**src/rtl/tbuf_arb_pkg.sv**
```systemverilog
// Shared types and defaults for the tristate-bus arbiter.
// Latency: n/a (declarations only).
// Backpressure: n/a.
//
// Holds the arbiter state enum and the default parameter values used by
// tbuf_bus_arb and tbuf_arb_rr_pick.
package tbuf_arb_pkg;

  typedef enum logic [1:0] {
    IDLE  = 2'd0,
    GRANT = 2'd1,
    TURN  = 2'd2
  } arb_state_t;

  localparam int DEF_N_REQ      = 4;
  localparam int DEF_TURNAROUND = 1;
  localparam int DEF_MAX_HOLD   = 8;

  // Width of the hold counter; covers the full MAX_HOLD range.
  localparam int HOLD_W = 8;

endpackage

```
**src/rtl/tbuf_arb_rr_pick.sv**
```systemverilog
// Round-robin one-hot picker, purely combinational.
// Latency: 0 cycles.
// Backpressure: none; the result is valid whenever any request is set.
//
// Ports:
//   req_i  - request vector
//   last_i - index of the previous owner; search starts at last_i+1
//   gnt_o  - one-hot winner (all zero when no request)
//   idx_o  - winner index (last_i when no request)
//   vld_o  - a winner exists
module tbuf_arb_rr_pick #(
  parameter int N_REQ = 4
) (
  input  logic [N_REQ-1:0]         req_i,
  input  logic [$clog2(N_REQ)-1:0] last_i,
  output logic [N_REQ-1:0]         gnt_o,
  output logic [$clog2(N_REQ)-1:0] idx_o,
  output logic                     vld_o
);

  localparam int IW = $clog2(N_REQ);

  logic [IW-1:0] cand;

  // Walk the ring starting just after the last owner; the first set
  // request wins.  The last owner itself is checked last.
  always_comb begin
    gnt_o = '0;
    idx_o = last_i;
    vld_o = 1'b0;
    cand  = '0;
    for (int i = 1; i <= N_REQ; i++) begin
      cand = IW'((int'(last_i) + i) % N_REQ);
      if (!vld_o && req_i[cand]) begin
        vld_o       = 1'b1;
        idx_o       = cand;
        gnt_o[cand] = 1'b1;
      end
    end
  end

endmodule

```
**src/rtl/tbuf_bus_arb.sv**
```systemverilog
// Arbiter for N_REQ tristate drivers sharing one bus, with turnaround gaps.
// Latency: grant one edge after REQ is seen in IDLE or at the end of TURN.
// Backpressure: requesters hold REQ until granted; owner holds the bus
//   until its REQ drops (or is preempted when TBUF_ARB_PREEMPT_EN is defined).
//
// Ports:
//   CLK  - rising-edge clock
//   R    - asynchronous active-low reset
//   REQ  - per-driver level request
//   EN   - registered one-hot/zero enable to the tristate buffers
//   GNT  - registered grant, same flop as EN
//   BUSY - registered, high whenever the state is not IDLE
//
// Build option: define TBUF_ARB_PREEMPT_EN to force the owner off the bus
// once it has held it MAX_HOLD cycles while another driver is waiting.
module tbuf_bus_arb
  import tbuf_arb_pkg::*;
#(
  parameter int N_REQ      = DEF_N_REQ,
  parameter int TURNAROUND = DEF_TURNAROUND,
  parameter int MAX_HOLD   = DEF_MAX_HOLD
) (
  input  logic             CLK,
  input  logic             R,
  input  logic [N_REQ-1:0] REQ,
  output logic [N_REQ-1:0] EN,
  output logic [N_REQ-1:0] GNT,
  output logic             BUSY
);

  localparam int IW = $clog2(N_REQ);
  localparam logic [3:0] TURN_LOAD = 4'(TURNAROUND - 1);

  if (N_REQ < 2 || N_REQ > 8 || TURNAROUND < 1 || TURNAROUND > 15 ||
      MAX_HOLD < 2 || MAX_HOLD > 255) begin : g_param_check
    $error("tbuf_bus_arb: parameter out of range");
  end

  arb_state_t       state_q, state_d;
  logic [N_REQ-1:0] en_q, en_d;
  logic [IW-1:0]    last_q, last_d;   // current owner while in GRANT
  logic [3:0]       turn_q, turn_d;
  logic             armed_q;
  logic             busy_q;

  logic [N_REQ-1:0] pick_oh;
  logic [IW-1:0]    pick_idx;
  logic             pick_vld;
  logic             arb_go;
  logic             drop;

`ifdef TBUF_ARB_PREEMPT_EN
  localparam logic [HOLD_W-1:0] HOLD_MAX  = HOLD_W'(MAX_HOLD);
  localparam logic [HOLD_W-1:0] HOLD_LAST = HOLD_W'(MAX_HOLD - 1);
  logic [HOLD_W-1:0] hold_q, hold_d;
`endif

  tbuf_arb_rr_pick #(.N_REQ(N_REQ)) u_pick (
    .req_i  (REQ),
    .last_i (last_q),
    .gnt_o  (pick_oh),
    .idx_o  (pick_idx),
    .vld_o  (pick_vld)
  );

  always_comb begin
    state_d = state_q;
    en_d    = en_q;
    last_d  = last_q;
    turn_d  = turn_q;
    arb_go  = 1'b0;
    drop    = 1'b0;
`ifdef TBUF_ARB_PREEMPT_EN
    hold_d  = hold_q;
`endif
    case (state_q)
      // armed_q keeps the first edge after reset release from granting.
      IDLE: arb_go = armed_q;
      GRANT: begin
        drop = !REQ[last_q];
`ifdef TBUF_ARB_PREEMPT_EN
        if (hold_q != HOLD_MAX) hold_d = hold_q + 1'b1;
        // hold_q counts completed GRANT cycles before the current one, so
        // HOLD_LAST here means this edge closes the MAX_HOLD-th cycle.
        if (hold_q >= HOLD_LAST && |(REQ & ~en_q)) drop = 1'b1;
`endif
        if (drop) begin
          state_d = TURN;
          en_d    = '0;
          turn_d  = TURN_LOAD;
        end
      end
      TURN: begin
        if (turn_q == 4'd0) arb_go = 1'b1;
        else                turn_d = turn_q - 4'd1;
      end
      default: begin
        state_d = IDLE;
        en_d    = '0;
      end
    endcase

    if (arb_go) begin
      if (pick_vld) begin
        state_d = GRANT;
        en_d    = pick_oh;
        last_d  = pick_idx;
`ifdef TBUF_ARB_PREEMPT_EN
        hold_d  = '0;
`endif
      end else begin
        state_d = IDLE;
      end
    end
  end

  always_ff @(posedge CLK or negedge R) begin
    if (!R) begin
      state_q <= IDLE;
      en_q    <= '0;
      last_q  <= IW'(N_REQ - 1);
      turn_q  <= '0;
      armed_q <= 1'b0;
      busy_q  <= 1'b0;
`ifdef TBUF_ARB_PREEMPT_EN
      hold_q  <= '0;
`endif
    end else begin
      state_q <= state_d;
      en_q    <= en_d;
      last_q  <= last_d;
      turn_q  <= turn_d;
      armed_q <= 1'b1;
      busy_q  <= (state_d != IDLE);
`ifdef TBUF_ARB_PREEMPT_EN
      hold_q  <= hold_d;
`endif
    end
  end

  assign EN   = en_q;
  assign GNT  = en_q;
  assign BUSY = busy_q;

endmodule

```
**config.mk**
```make
export PLATFORM = sky130hd
export DESIGN_NAME = tbuf_bus_arb
export DESIGN_NICKNAME = d
export VERILOG_FILES = /design/src/rtl/tbuf_arb_pkg.sv /design/src/rtl/tbuf_arb_rr_pick.sv /design/src/rtl/tbuf_bus_arb.sv
export SDC_FILE = /design/constraint.sdc
export NUM_CORES = 1
export LEC_CHECK = 0
export BUFFER_PORTS_ARGS = -buffer_cell sky130_fd_sc_hd__buf_2
export CORE_ASPECT_RATIO = 1.1
export CORE_UTILIZATION = 30
export DETAILED_ROUTE_END_ITERATION = 7
export GPL_ROUTABILITY_DRIVEN = 1
export MAX_ROUTING_LAYER = met4
export SLEW_MARGIN = 20
export SYNTH_ARGS = -nofsm -noshare
export SYNTH_HDL_FRONTEND = slang
export SYNTH_SLANG_ARGS = --single-unit
```
**constraint.sdc**
```tcl
create_clock -name CLK -period 2.5 [get_ports CLK]
set_clock_uncertainty 0.2 [all_clocks]
set_input_delay 0 -clock CLK [delete_from_list [all_inputs] [get_ports CLK]]
set_output_delay 0 -clock CLK [all_outputs]
set_load 0.005 [all_outputs]
```
==> results.cfg <==
[global_routing]
antenna_found_initial = 0
grt_pass1_wl_um = 4330
grt_pass1_vias = 954
grt_max_degree = 13
grtUsageTotal_pct = 14.7
overflow = 0

[setup_path]
end_kind = flip-flop
crit_slowest_cell = dfstp_2
cp_data_required_time_ns = 2.47
criticalPathCategory = reg2reg
crit_chain = inv_2, ha_4, mux2i_2, mux2_4, nor2_1, or4_1, a31o_1
slowest_delay_ns = 0.53
critical_path_arrival_ns = 2.34
critPathLaunchType = flip-flop
worstPathMaxFanout = 6

[synthesis]
syn_avg_cell_area_um2 = 9.44
yosysSeqAreaShare_pct = 31.2
yosysUniqueCellTypes = 38
muxShareOfSynthArea_pct = 15.0
synth_fa_ha_area_share_pct = 11.0
syn_inst = 120
synth_compound_area_share_pct = 19.1
synth_seq_cells = 14
syn_area_um2 = 1130
synth_top_family_by_area = compound AO/OA/AOI/OAI gates
synth_top_area_cell = dfrtp_1
synth_top_area_share_pct = 26.5
synthTopCellsByArea = dfrtp_1, ha_1, mux2i_1
ys_warn_count = 0
synthSimpleGateAreaFrac_pct = 16.6
syn_nets = 136
synth-xor-area-share_pct = 0.773

[floorplan]
ioPinCount = 15
start_util_pct = 31.2
die_w_um = 60.6
die-area_um2 = 4020
die_h_um = 66.4
coreArea_um2 = 3630
rows = 23

[cells_and_area]
finalNetCount = 159
drive_gt1_share_pct = 28.2
layout_common_cells = nand2_1, buf_2, dfrtp_1
area_growth_pct = 21.9
n_antenna_cell = 0

[detailed_routing]
antenna_left = 0
route.detailed.drc = 0
drt-initial-drc-count = 38
totalWireLength_um = 2500
first_pass_iters = 4
vias = 993
wl_per_cell_um = 13.0
viasPerCell = 5.17

[sta]
finalSetupViolCount = 0
slew_violations = 0
timing.slew.headroom_pct = 63.0
fin_setup_tns_ns = 0
worst_pin_slew_ns = 0.554
hold_viol_final = 0
finalCriticalPeriod_ns = 2.37
fmaxAchievable_mhz = 421
period_share_pct = 94.9
rsz0062_at_grt = no

[pwr]
p_per_area_nw_per_um2 = 1390
power.total_mw = 1.92
cellLeakagePower_nw = 0.612
vdd_drop_max_uv = 600

[placement]
hpwl_um = 1950
io_buffers = 14
gp_routability_congestion = 0.831

[clocking]
cts_root_buf = clkbuf_8
post_cts_buffers = 0
numCtsBuffers = 3
cts_tree = built
clock_path_buffers = 2
clk_latency_ns = 0.24
cts_num_sinks = 14
clk_pin_slew_ns = 0.05
htree_levels = 1

[min_path]
hp-class = in2async

[outcome]
outcome = completed

[run]
drv_cap = 0
==> critical path, delay by kind of cell (launching register included) <==
| kind | cells | cell delay (ns) |
|---|---|---|
| AO/OA/AOI/OAI | 1 | 0.21 |
| adder cells (fa/ha/maj) | 1 | 0.31 |
| buffers and inverters | 1 | 0.08 |
| flip-flops | 1 | 0.53 |
| multiplexers | 2 | 0.45 |
| AND/OR/NAND/NOR | 2 | 0.51 |
==> synth_stat cells (all sizes together) <==
library cell	number
xnor2	1
mux2	2
mux2i	8
o31ai	1
o221ai	2
a32oi	4
ha	10
a21oi	4
dfstp	2
clkbuf	2
conb	1
a31o	1
a22oi	2
buf	5
nor4	1
nand4bb	1
a311oi	1
o21ai	5
or4	1
nor2b	2
a221oi	2
nand2b	7
inv	6
a21boi	1
o22ai	4
dfrtp	12
mux4	3
nand3	1
a211o	2
or2	1
and2	1
nand2	14
o211ai	1
nor2	9
==> final timing paths <==
check                                 startpoint               endpoint  slack (ns)  cells past startpoint
setup / recovery           last_q[0]$_DFFE_PN1P_  last_q[1]$_DFFE_PN1P_        0.13                      7
hold / removal                                 R  last_q[1]$_DFFE_PN1P_        0.07                      2
setup reg to reg           last_q[0]$_DFFE_PN1P_  last_q[1]$_DFFE_PN1P_        0.13                      7
hold reg to reg            turn_q[2]$_DFFE_PN0P_  turn_q[2]$_DFFE_PN0P_        0.30                      1
max in group asynchronous                      R  turn_q[3]$_DFFE_PN0P_        1.06                      3
min in group CLK                          REQ[0]  last_q[1]$_DFFE_PN1P_        0.11                      4
==> area by class of cell <==
cell class	instances	area, µm²
Clock buffer	4	45.0
Sequential cell	14	353
Inverter	6	22.5
Tap cell	50	62.6
Fill cell	375	2250
Multi-Input combinational cell	93	739
Timing Repair Buffer	25	158
==> layer usage <==
| metal | wire length, µm | GRT usage [%] | vias up |
|---|---|---|---|
| met5 | 0 | - | - |
| met4 | 19 | 6.53 | 0 |
| met3 | 92 | 2.54 | 2 |
| met2 | 1270 | 24.3 | 23 |
| met1 | 1110 | 17.3 | 488 |
| li1 | - | - | 480 |
==> flip-flops by register name, indices dropped and copies added (netlist names) <==
| register | cells |
|---|---|
| BUSY | 1 |
| EN | 4 |
| armed_q | 1 |
| last_q | 2 |
| state_q | 2 |
| turn_q | 4 |
==> where the power goes <==
part | total [mW] | switching [mW] | internal, mW
logic | 1.31 | 0.687 | 0.620
clock network | 0.186 | 0.0734 | 0.112
registers | 0.424 | 0.0851 | 0.339
==> cells by family (layout without fill, tap and decap cells) <==
| group | count (synthesis) | count (layout) |
|---|---|---|
| AO/OA/AOI/OAI | 30 | 30 |
| XOR/XNOR | 1 | 1 |
| adder cells (fa/ha/maj) | 10 | 10 |
| buffers and inverters | 13 | 35 |
| flip-flops | 14 | 14 |
| multiplexers | 13 | 13 |
| other | 1 | 1 |
| AND/OR/NAND/NOR | 38 | 38 |
==> what timing repair did <==
item / in CTS / in global routing
hold buffers: 2 / 0
hold endpoints to repair: 14 / 0
resized for setup: 0 / 3
setup endpoints to repair: 0 / 2
==> metrics by stage <==
| step | instances | area (µm²) | util, % | worst slack [ns] | hold slack [ns] |
|---|---|---|---|---|---|
| 3_3_place_gp | 186 | 1300 | 35.9 | 0.166 | -0.292 |
| 4_1_cts | 192 | 1370 | 37.6 | 0.0655 | 0.0678 |
| 2_1_floorplan | 120 | 1140 | - | 0.00811 | -0.496 |
| 5_1_grt | 192 | 1380 | 38.1 | 0.00743 | 0.0949 |
| 6_report | 192 | 1380 | 38.1 | 0.127 | 0.0725 |
| 3_5_place_dp | 186 | 1300 | 35.9 | 0.0819 | -0.292 |
No activity file was read; power rests on OpenSTA's default activity.
